===== src/rtl/mem_berger_ctrl_if.sv =====
// ---------------------------------------------------------------------------
// mem_berger_ctrl_if
// Request/response bundle between two requesters (A and B) and the
// Berger-coded memory controller.
//   req_x    : request, held with its operands until gnt_x
//   we_x     : 1 = write, 0 = read
//   addr_x   : 4-bit word address
//   wdata_x  : 8-bit write data
//   gnt_x    : one-cycle grant pulse
//   rdata_x  : read data, held until the next read on the same port
//   rvalid_x : one-cycle read-data-valid pulse
//   rerr_x   : Berger check failed on the read
// Modports: master = requester side, slave = controller side.
// ---------------------------------------------------------------------------
interface mem_berger_ctrl_if;
  logic       req_a;
  logic       we_a;
  logic [3:0] addr_a;
  logic [7:0] wdata_a;
  logic       gnt_a;
  logic [7:0] rdata_a;
  logic       rvalid_a;
  logic       rerr_a;

  logic       req_b;
  logic       we_b;
  logic [3:0] addr_b;
  logic [7:0] wdata_b;
  logic       gnt_b;
  logic [7:0] rdata_b;
  logic       rvalid_b;
  logic       rerr_b;

  modport master (
    output req_a, we_a, addr_a, wdata_a,
    output req_b, we_b, addr_b, wdata_b,
    input  gnt_a, rdata_a, rvalid_a, rerr_a,
    input  gnt_b, rdata_b, rvalid_b, rerr_b
  );

  modport slave (
    input  req_a, we_a, addr_a, wdata_a,
    input  req_b, we_b, addr_b, wdata_b,
    output gnt_a, rdata_a, rvalid_a, rerr_a,
    output gnt_b, rdata_b, rvalid_b, rerr_b
  );
endinterface


===== src/rtl/mem_berger_ctrl.sv =====
// ---------------------------------------------------------------------------
// mem_berger_ctrl
// Two-port round-robin controller for a 16 x 12-bit external memory whose
// words carry a Berger-style check: {data[7:0], popcount(data)[3:0]}.
// Errors are detected and logged, never corrected or written back.
//
// Optional feature: define BERGER_SCRUB_EN to include the background
// scrubber (IDLE-cycle timer, SCRUB state, scrub pointer). Without it the
// SCRUB state is unreachable and scrub_done is tied low.
//
// Parameter:
//   SCRUB_INTERVAL : IDLE cycles between scrub reads (1..255)
// Ports:
//   clk, rst       : clock; asynchronous active-high reset
//   bus            : requester bundle (slave modport), ports A and B
//   mem_wr_en      : memory write strobe (write ACCESS cycle only)
//   mem_addr       : memory word address
//   mem_wdata      : encoded write word
//   mem_rdata      : combinational read word from the memory
//   err_clr        : clear error status (a same-cycle error wins)
//   err_flag       : sticky "error seen"
//   err_addr       : address of the first error since the last clear
//   err_cnt        : saturating error count
//   scrub_done     : pulse the cycle after address 15 is scrubbed
// ---------------------------------------------------------------------------
module mem_berger_ctrl #(
  parameter int SCRUB_INTERVAL = 64
) (
  input  logic                     clk,
  input  logic                     rst,
  mem_berger_ctrl_if.slave         bus,
  output logic                     mem_wr_en,
  output logic [3:0]               mem_addr,
  output logic [11:0]              mem_wdata,
  input  logic [11:0]              mem_rdata,
  input  logic                     err_clr,
  output logic                     err_flag,
  output logic [3:0]               err_addr,
  output logic [7:0]               err_cnt,
  output logic                     scrub_done
);

  if (SCRUB_INTERVAL < 1 || SCRUB_INTERVAL > 255) begin : g_bad_interval
    $error("mem_berger_ctrl: SCRUB_INTERVAL must be in 1..255");
  end

  typedef enum logic [1:0] {
    ST_IDLE   = 2'd0,
    ST_ACCESS = 2'd1,
    ST_SCRUB  = 2'd2
  } state_e;

  // Port identifiers for winner/last-served tracking.
  localparam logic PORT_A = 1'b0;
  localparam logic PORT_B = 1'b1;

  function automatic logic [3:0] popcount8(input logic [7:0] d);
    logic [3:0] c;
    c = 4'd0;
    for (int i = 0; i < 8; i++) begin
      c = c + {3'b000, d[i]};
    end
    return c;
  endfunction

  // ---------------------------------------------------------------------
  // State
  // ---------------------------------------------------------------------
  state_e     state_q, state_d;
  logic       winner_q, winner_d;    // port served by the current ACCESS
  logic       last_q, last_d;        // port served most recently
  logic       we_q, we_d;
  logic [3:0] addr_q, addr_d;
  logic [7:0] wdata_q, wdata_d;

  logic [7:0] rdata_a_q, rdata_a_d;
  logic [7:0] rdata_b_q, rdata_b_d;
  logic       rerr_a_q, rerr_a_d;
  logic       rerr_b_q, rerr_b_d;
  logic       rvalid_a_q, rvalid_a_d;
  logic       rvalid_b_q, rvalid_b_d;

  logic       err_flag_q, err_flag_d;
  logic [3:0] err_addr_q, err_addr_d;
  logic [7:0] err_cnt_q, err_cnt_d;

  // Scrubber view shared with the main datapath; constant when compiled out.
  logic       scrub_pending;
  logic [3:0] scrub_ptr;

  // ---------------------------------------------------------------------
  // Combinational helpers
  // ---------------------------------------------------------------------
  logic       access_rd;   // port read completing this cycle
  logic       scrub_rd;    // scrub read completing this cycle
  logic       word_ok;
  logic       err_hit;
  logic [3:0] err_at;
  logic       pick;
  logic       gnt_a, gnt_b;

  assign access_rd = (state_q == ST_ACCESS) && !we_q;
  assign scrub_rd  = (state_q == ST_SCRUB);
  // All-zero words pass naturally: popcount(0) == 0.
  assign word_ok   = (popcount8(mem_rdata[11:4]) == mem_rdata[3:0]);
  assign err_hit   = (access_rd || scrub_rd) && !word_ok;
  assign err_at    = scrub_rd ? scrub_ptr : addr_q;

  // Round-robin: a sole requester wins; on a tie the port not served last.
  assign pick = (bus.req_a && bus.req_b) ? ~last_q : bus.req_b;

  // ---------------------------------------------------------------------
  // Next-state and outputs
  // ---------------------------------------------------------------------
  // NOTE: every variable driven here gets a default first, so no path can
  // leave it unassigned and infer a latch.
  always_comb begin
    state_d    = state_q;
    winner_d   = winner_q;
    last_d     = last_q;
    we_d       = we_q;
    addr_d     = addr_q;
    wdata_d    = wdata_q;
    rdata_a_d  = rdata_a_q;
    rdata_b_d  = rdata_b_q;
    rerr_a_d   = rerr_a_q;
    rerr_b_d   = rerr_b_q;
    rvalid_a_d = 1'b0;
    rvalid_b_d = 1'b0;
    err_flag_d = err_flag_q;
    err_addr_d = err_addr_q;
    err_cnt_d  = err_cnt_q;
    gnt_a      = 1'b0;
    gnt_b      = 1'b0;
    mem_wr_en  = 1'b0;
    mem_addr   = addr_q;
    mem_wdata  = {wdata_q, popcount8(wdata_q)};

    unique case (state_q)
      ST_IDLE: begin
        // A pending scrub takes priority over port requests.
        if (scrub_pending) begin
          state_d = ST_SCRUB;
        end else if (bus.req_a || bus.req_b) begin
          winner_d = pick;
          last_d   = pick;
          we_d     = (pick == PORT_B) ? bus.we_b    : bus.we_a;
          addr_d   = (pick == PORT_B) ? bus.addr_b  : bus.addr_a;
          wdata_d  = (pick == PORT_B) ? bus.wdata_b : bus.wdata_a;
          state_d  = ST_ACCESS;
        end
      end

      ST_ACCESS: begin
        gnt_a     = (winner_q == PORT_A);
        gnt_b     = (winner_q == PORT_B);
        mem_wr_en = we_q;
        if (access_rd) begin
          if (winner_q == PORT_B) begin
            rdata_b_d  = mem_rdata[11:4];
            rerr_b_d   = !word_ok;
            rvalid_b_d = 1'b1;
          end else begin
            rdata_a_d  = mem_rdata[11:4];
            rerr_a_d   = !word_ok;
            rvalid_a_d = 1'b1;
          end
        end
        state_d = ST_IDLE;
      end

      ST_SCRUB: begin
        mem_addr = scrub_ptr;
        state_d  = ST_IDLE;
      end

      default: state_d = ST_IDLE;
    endcase

    // Error log. A new error outranks a simultaneous clear, so the clear
    // and the first error of the new epoch collapse into one update.
    if (err_hit) begin
      if (err_clr) begin
        err_flag_d = 1'b1;
        err_cnt_d  = 8'd1;
        err_addr_d = err_at;
      end else begin
        if (err_cnt_q != 8'hFF) begin
          err_cnt_d = err_cnt_q + 8'd1;
        end
        if (!err_flag_q) begin
          err_addr_d = err_at;
        end
        err_flag_d = 1'b1;
      end
    end else if (err_clr) begin
      err_flag_d = 1'b0;
      err_cnt_d  = 8'd0;
      err_addr_d = 4'd0;
    end
  end

  // NOTE: sequential state uses non-blocking assignments so every register
  // samples the pre-edge values, independent of statement order.
  always_ff @(posedge clk or posedge rst) begin
    if (rst) begin
      state_q    <= ST_IDLE;
      winner_q   <= PORT_A;
      last_q     <= PORT_B;   // so that A wins the first tie
      we_q       <= 1'b0;
      addr_q     <= 4'd0;
      wdata_q    <= 8'd0;
      rdata_a_q  <= 8'd0;
      rdata_b_q  <= 8'd0;
      rerr_a_q   <= 1'b0;
      rerr_b_q   <= 1'b0;
      rvalid_a_q <= 1'b0;
      rvalid_b_q <= 1'b0;
      err_flag_q <= 1'b0;
      err_addr_q <= 4'd0;
      err_cnt_q  <= 8'd0;
    end else begin
      state_q    <= state_d;
      winner_q   <= winner_d;
      last_q     <= last_d;
      we_q       <= we_d;
      addr_q     <= addr_d;
      wdata_q    <= wdata_d;
      rdata_a_q  <= rdata_a_d;
      rdata_b_q  <= rdata_b_d;
      rerr_a_q   <= rerr_a_d;
      rerr_b_q   <= rerr_b_d;
      rvalid_a_q <= rvalid_a_d;
      rvalid_b_q <= rvalid_b_d;
      err_flag_q <= err_flag_d;
      err_addr_q <= err_addr_d;
      err_cnt_q  <= err_cnt_d;
    end
  end

  // ---------------------------------------------------------------------
  // Background scrubber
  // ---------------------------------------------------------------------
`ifdef BERGER_SCRUB_EN
  localparam logic [7:0] SCRUB_LIMIT = 8'(SCRUB_INTERVAL);

  logic [7:0] timer_q, timer_d;
  logic       pending_q, pending_d;
  logic [3:0] ptr_q, ptr_d;
  logic       done_q, done_d;
  logic [7:0] timer_inc;

  assign timer_inc = timer_q + 8'd1;

  always_comb begin
    timer_d   = timer_q;
    pending_d = pending_q;
    ptr_d     = ptr_q;
    done_d    = 1'b0;

    if (state_q == ST_IDLE) begin
      if (pending_q) begin
        // Leaving IDLE for SCRUB this cycle.
        timer_d   = 8'd0;
        pending_d = 1'b0;
      end else begin
        timer_d = timer_inc;
        if (timer_inc == SCRUB_LIMIT) begin
          pending_d = 1'b1;
        end
      end
    end

    if (scrub_rd) begin
      ptr_d  = ptr_q + 4'd1;          // 15 wraps to 0
      done_d = (ptr_q == 4'hF);
    end
  end

  always_ff @(posedge clk or posedge rst) begin
    if (rst) begin
      timer_q   <= 8'd0;
      pending_q <= 1'b0;
      ptr_q     <= 4'd0;
      done_q    <= 1'b0;
    end else begin
      timer_q   <= timer_d;
      pending_q <= pending_d;
      ptr_q     <= ptr_d;
      done_q    <= done_d;
    end
  end

  assign scrub_pending = pending_q;
  assign scrub_ptr     = ptr_q;
  assign scrub_done    = done_q;
`else
  assign scrub_pending = 1'b0;
  assign scrub_ptr     = 4'd0;
  assign scrub_done    = 1'b0;
`endif

  // ---------------------------------------------------------------------
  // Outputs
  // ---------------------------------------------------------------------
  assign bus.gnt_a    = gnt_a;
  assign bus.gnt_b    = gnt_b;
  assign bus.rdata_a  = rdata_a_q;
  assign bus.rdata_b  = rdata_b_q;
  assign bus.rerr_a   = rerr_a_q;
  assign bus.rerr_b   = rerr_b_q;
  assign bus.rvalid_a = rvalid_a_q;
  assign bus.rvalid_b = rvalid_b_q;

  assign err_flag = err_flag_q;
  assign err_addr = err_addr_q;
  assign err_cnt  = err_cnt_q;

endmodule


===== src/flat_wrapper.sv =====
// flat-port wrapper written by rule: the top's interface ports become plain ports
module mem_berger_ctrl_flat 
#(
  parameter int SCRUB_INTERVAL = 64
)
  (clk, rst, mem_wr_en, mem_addr, mem_wdata, mem_rdata, err_clr, err_flag, err_addr, err_cnt, scrub_done, bus_req_a, bus_we_a, bus_addr_a, bus_wdata_a, bus_req_b, bus_we_b, bus_addr_b, bus_wdata_b, bus_gnt_a, bus_rdata_a, bus_rvalid_a, bus_rerr_a, bus_gnt_b, bus_rdata_b, bus_rvalid_b, bus_rerr_b);
  mem_berger_ctrl_if bus_i ();
  input  logic clk;
  input  logic rst;
  output logic mem_wr_en;
  output logic [3:0] mem_addr;
  output logic [11:0] mem_wdata;
  input  logic [11:0] mem_rdata;
  input  logic err_clr;
  output logic err_flag;
  output logic [3:0] err_addr;
  output logic [7:0] err_cnt;
  output logic scrub_done;
  input wire logic [$bits(bus_i.req_a)-1:0] bus_req_a;
  input wire logic [$bits(bus_i.we_a)-1:0] bus_we_a;
  input wire logic [$bits(bus_i.addr_a)-1:0] bus_addr_a;
  input wire logic [$bits(bus_i.wdata_a)-1:0] bus_wdata_a;
  input wire logic [$bits(bus_i.req_b)-1:0] bus_req_b;
  input wire logic [$bits(bus_i.we_b)-1:0] bus_we_b;
  input wire logic [$bits(bus_i.addr_b)-1:0] bus_addr_b;
  input wire logic [$bits(bus_i.wdata_b)-1:0] bus_wdata_b;
  output wire logic [$bits(bus_i.gnt_a)-1:0] bus_gnt_a;
  output wire logic [$bits(bus_i.rdata_a)-1:0] bus_rdata_a;
  output wire logic [$bits(bus_i.rvalid_a)-1:0] bus_rvalid_a;
  output wire logic [$bits(bus_i.rerr_a)-1:0] bus_rerr_a;
  output wire logic [$bits(bus_i.gnt_b)-1:0] bus_gnt_b;
  output wire logic [$bits(bus_i.rdata_b)-1:0] bus_rdata_b;
  output wire logic [$bits(bus_i.rvalid_b)-1:0] bus_rvalid_b;
  output wire logic [$bits(bus_i.rerr_b)-1:0] bus_rerr_b;
  assign bus_i.req_a = bus_req_a;
  assign bus_i.we_a = bus_we_a;
  assign bus_i.addr_a = bus_addr_a;
  assign bus_i.wdata_a = bus_wdata_a;
  assign bus_i.req_b = bus_req_b;
  assign bus_i.we_b = bus_we_b;
  assign bus_i.addr_b = bus_addr_b;
  assign bus_i.wdata_b = bus_wdata_b;
  assign bus_gnt_a = bus_i.gnt_a;
  assign bus_rdata_a = bus_i.rdata_a;
  assign bus_rvalid_a = bus_i.rvalid_a;
  assign bus_rerr_a = bus_i.rerr_a;
  assign bus_gnt_b = bus_i.gnt_b;
  assign bus_rdata_b = bus_i.rdata_b;
  assign bus_rvalid_b = bus_i.rvalid_b;
  assign bus_rerr_b = bus_i.rerr_b;
  mem_berger_ctrl #(.SCRUB_INTERVAL(SCRUB_INTERVAL)) u_core (.clk(clk), .rst(rst), .bus(bus_i), .mem_wr_en(mem_wr_en), .mem_addr(mem_addr), .mem_wdata(mem_wdata), .mem_rdata(mem_rdata), .err_clr(err_clr), .err_flag(err_flag), .err_addr(err_addr), .err_cnt(err_cnt), .scrub_done(scrub_done));
endmodule

===== config.mk =====
export PLATFORM = sky130hd
export DESIGN_NAME = mem_berger_ctrl_flat
export DESIGN_NICKNAME = d
export VERILOG_FILES = /design/src/rtl/mem_berger_ctrl_if.sv /design/src/rtl/mem_berger_ctrl.sv /design/src/flat_wrapper.sv
export SDC_FILE = /design/constraint.sdc
export NUM_CORES = 1
export LEC_CHECK = 0
export ABC_AREA = 1
export CELL_PAD_IN_SITES_DETAIL_PLACEMENT = 1
export CELL_PAD_IN_SITES_GLOBAL_PLACEMENT = 1
export CORE_UTILIZATION = 33
export DETAILED_ROUTE_END_ITERATION = 10
export PLACE_DENSITY_LB_ADDON = 0.05
export SLEW_MARGIN = 20
export SYNTH_ARGS = -nofsm -noshare
export SYNTH_HDL_FRONTEND = slang
export SYNTH_SLANG_ARGS = --single-unit

===== constraint.sdc =====
create_clock -name clk -period 3.7 [get_ports clk]
set_clock_uncertainty 0.1 [all_clocks]
set_input_delay 0.74 -clock clk [delete_from_list [all_inputs] [get_ports clk]]
set_output_delay 0.74 -clock clk [all_outputs]
set_load 0.005 [all_outputs]

==> impl_metrics.ini <==
[status]
status = finished with violations
violations = setup timing

[route]
route.detailed.drc = 0
vias_per_cell = 4.52
route.vias.total = 2306
initialDrtViolationCount = 27
drtAntennaViolNets = 0
wl_per_cell_um = 13.3
dr.pass1.iters = 4
wl_mm = 6.76

[worst_setup_path]
worstReg2RegEnd = u_core.wdata_q[7]
crit_slowest_cell = fa_1
crit_required_ns = 2.86
endpoint_kind = output port
critPathMaxStageDelay_ns = 0.51
worst_setup_path_start_kind = flop
ff2ff_path_depth = 5
arrival_ns = 2.99
path_cells = ha_1 > inv_1 > fa_1 > fa_1 > inv_2 > fa_2 > inv_2 > fa_2 > inv_1 > buf_2
r2r_setup_slack_ns = 1.74
path_class = reg2out
crit_fanout = 2
cp-startpoint = u_core.wdata_q[1]
r2r_start = u_core.last_q

[power]
power.leakage_nw = 1.92
max-vdd-ir-drop_mv = 0.276
powerDensity_nw_per_um2 = 556
combPwrFrac_pct = 46.5
power.switching_w = 0.000725
clockPowerShare_pct = 17.6
p_sw_share_pct = 32.9
p_total_w = 0.00220
seqPwrFrac_pct = 35.9
intPower_w = 0.00147

[finish]
fill_cells = 919
mostFrequentLayoutCells = clkdlybuf4s50_1 (86), nand2_1 (77), dfrtp_1 (48)
num-nets-final = 465
area_growth_syn_to_layout_pct = 46.8
instances_no_fill = 510
final_common_cell = clkdlybuf4s50_1
diodes = 0
final_layout_size_suffix_gt1_share_pct = 20.6

[synthesis]
syn_area_per_cell_um2 = 8.92
ys_seq_area_share_pct = 45.5
yosys-top-cells-area = dfrtp_1 (45%), nand2_1 (12%), fa_1 (5.9%)
synth_cells = 302
ys_ff_latch = 49
synth.net_count = 360
syn_area_um2 = 2700
ys_warn_count = 0
netlist.area_leader.share_pct = 44.6
synth_cell_types = 30
synth_top_area_cell = dfrtp_1

[min_path]
hold_start = u_core.err_addr[3]
hp-class = reg2reg
min_path_cells = 2
min_to = u_core.err_addr[3]

[timing]
max_freq_ghz = 0.261
min_period_over_period_pct = 104
timing.final.crit_period_ns = 3.83
worst_slew_pin_slew_ns = 0.524
rsz0062_at_grt = yes
slew_viol_final = 0
slew_headroom_pct = 65.0
final-setup-viol-count = 1
setup_ws_ns = -0.132
finalHoldViolations = 0

[global_routing]
grt_max_degree = 28
grt_usage_pct = 17.1
grt_pass1_wl_mm = 11.2
grt-ovfl-total = 0
grt_pass1_vias = 2341
antenna_found_initial = 0

[run]
maxCapViolCount = 0

[placed_design]
placed_cells_incl_taps = 502
dp_hpwl_mm = 5.32
io_buffers = 94
gp_congestion = 0.695

[floorplanning]
die_area_um2 = 8530
coreArea_um2 = 7810
die_x_um = 92.4
chipHeight_um = 92.4
placementRows = 32
start_util_pct = 34.5
ioPinCount = 96

[cts]
insertion_delay_ns = 0.30
htree_levels = 2
cts.clk_slew.worst_paths_ns = 0.09
root_buffer = clkbuf_8
clockBufferDepth = 2
postCtsSetupBuffers = 0
cts.sinks = 49
cts_tree = built
cts_buffers = 5
==> cells by family after synthesis <==
kind of cell	Yosys count	share of synthesized area, %
AO/OA/AOI/OAI	37	9.70
XOR/XNOR	9	2.92
adder cells (fa/ha/maj)	15	9.19
buffers and inverters	53	9.15
flip-flops	49	45.5
other	1	0.139
AND/OR/NAND/NOR	138	23.4
==> worst max-delay path by stage <==
stage | to | slack [ns] | cells after the start
after global placement | u_core.err_cnt[4] | -0.55 | 15
after CTS | mem_wdata[1] | -0.29 | 10
after global routing | mem_wdata[1] | -0.24 | 10
after detailed placement | u_core.err_cnt[6] | -0.67 | 15
after floorplan | u_core.err_cnt[4] | 0.02 | 14
final | mem_wdata[1] | -0.13 | 10
==> sequential cells by signal, summed over array words and instances (netlist names), 4 cells and up <==
| name | count |
|---|---|
| u_core.bus.rdata_b | 8 |
| u_core.bus.rdata_a | 8 |
| u_core.addr_q | 4 |
| u_core.err_cnt | 8 |
| u_core.err_addr | 4 |
| u_core.wdata_q | 8 |
==> cells in the mapped netlist <==
cell type	number
buf_4	1
nand2_2	7
inv_2	2
nor2_8	1
dfrtp_1	48
xnor2_1	4
inv_1	41
nor2_4	2
ha_1	7
fa_1	8
buf_12	2
o22ai_1	4
nand3b_1	1
dfstp_2	1
nand2_4	2
nand3_1	8
conb_1	1
nor2_2	2
buf_1	1
inv_4	3
a31oi_1	9
buf_2	3
a21oi_1	1
o21ai_0	7
nand3_4	1
o21ai_2	16
nor2_1	21
xor2_1	5
nand2_1	87
nand4_1	6
==> area by class of cell <==
type | instances | area [um^2] | share of cell area, %
Clock buffer | 6 | 72.6 | 1.83
Clock inverter | 2 | 38.8 | 0.980
Inverter | 46 | 180 | 4.55
Multi-Input combinational cell | 200 | 1300 | 32.9
Sequential cell | 49 | 1230 | 31.0
Tap cell | 102 | 128 | 3.23
Timing Repair Buffer | 105 | 1010 | 25.5
==> through the flow <==
stage | cell area, um^2 | setup TNS (ns) | worst slack (ns) | hold WS (ns) | util [%]
after global routing | 3960 | -0.371 | -0.239 | 0.420 | 50.7
after CTS | 3930 | -1.48 | -0.294 | 0.393 | 50.4
after floorplan | 2700 | 0 | 0.0209 | 0.353 | -
after detailed placement | 3780 | -9.60 | -0.666 | 0.369 | 48.4
after global placement | 3780 | -8.07 | -0.553 | 0.363 | 48.4
final | 3960 | -0.132 | -0.132 | 0.385 | 50.7
==> critical path: cells and delay by family, from the launching register on <==
family / cells / cell delay (ns)
flops: 1 / 0.40
fa+ha+maj: 5 / 1.99
buf+inv: 5 / 0.30
==> routing by layer <==
layer  up-vias  global-route usage [%]  routed length [um]
li1       1147                       -                   -
met1      1086                    21.0                2870
met2        66                    29.6                3400
met3         7                    4.02                 402
met4         0                    5.47                  87
met5         -                       0                   0
==> power by group through the flow <==
| stage | clock network (W) | logic (W) | registers, W |
|---|---|---|---|
| 2_1_floorplan | 0 | 0.000472 | 0.000802 |
| 3_3_place_gp | 0 | 0.00104 | 0.000796 |
| 3_5_place_dp | 0 | 0.00107 | 0.000801 |
| 4_1_cts | 0.000404 | 0.00104 | 0.000792 |
| 5_1_grt | 0.000424 | 0.00115 | 0.000811 |
| 6_report | 0.000387 | 0.00102 | 0.000789 |
==> repair_timing <==
| action | 4_1_cts | 5_1_grt |
|---|---|---|
| setup endpoints to repair | 19 | 18 |
| hold buffers | 0 | 0 |
| resized for setup | 48 | 7 |
| pin swaps | 16 | 15 |
| cloned | 0 | 0 |
(Power assumes the default switching activity.)
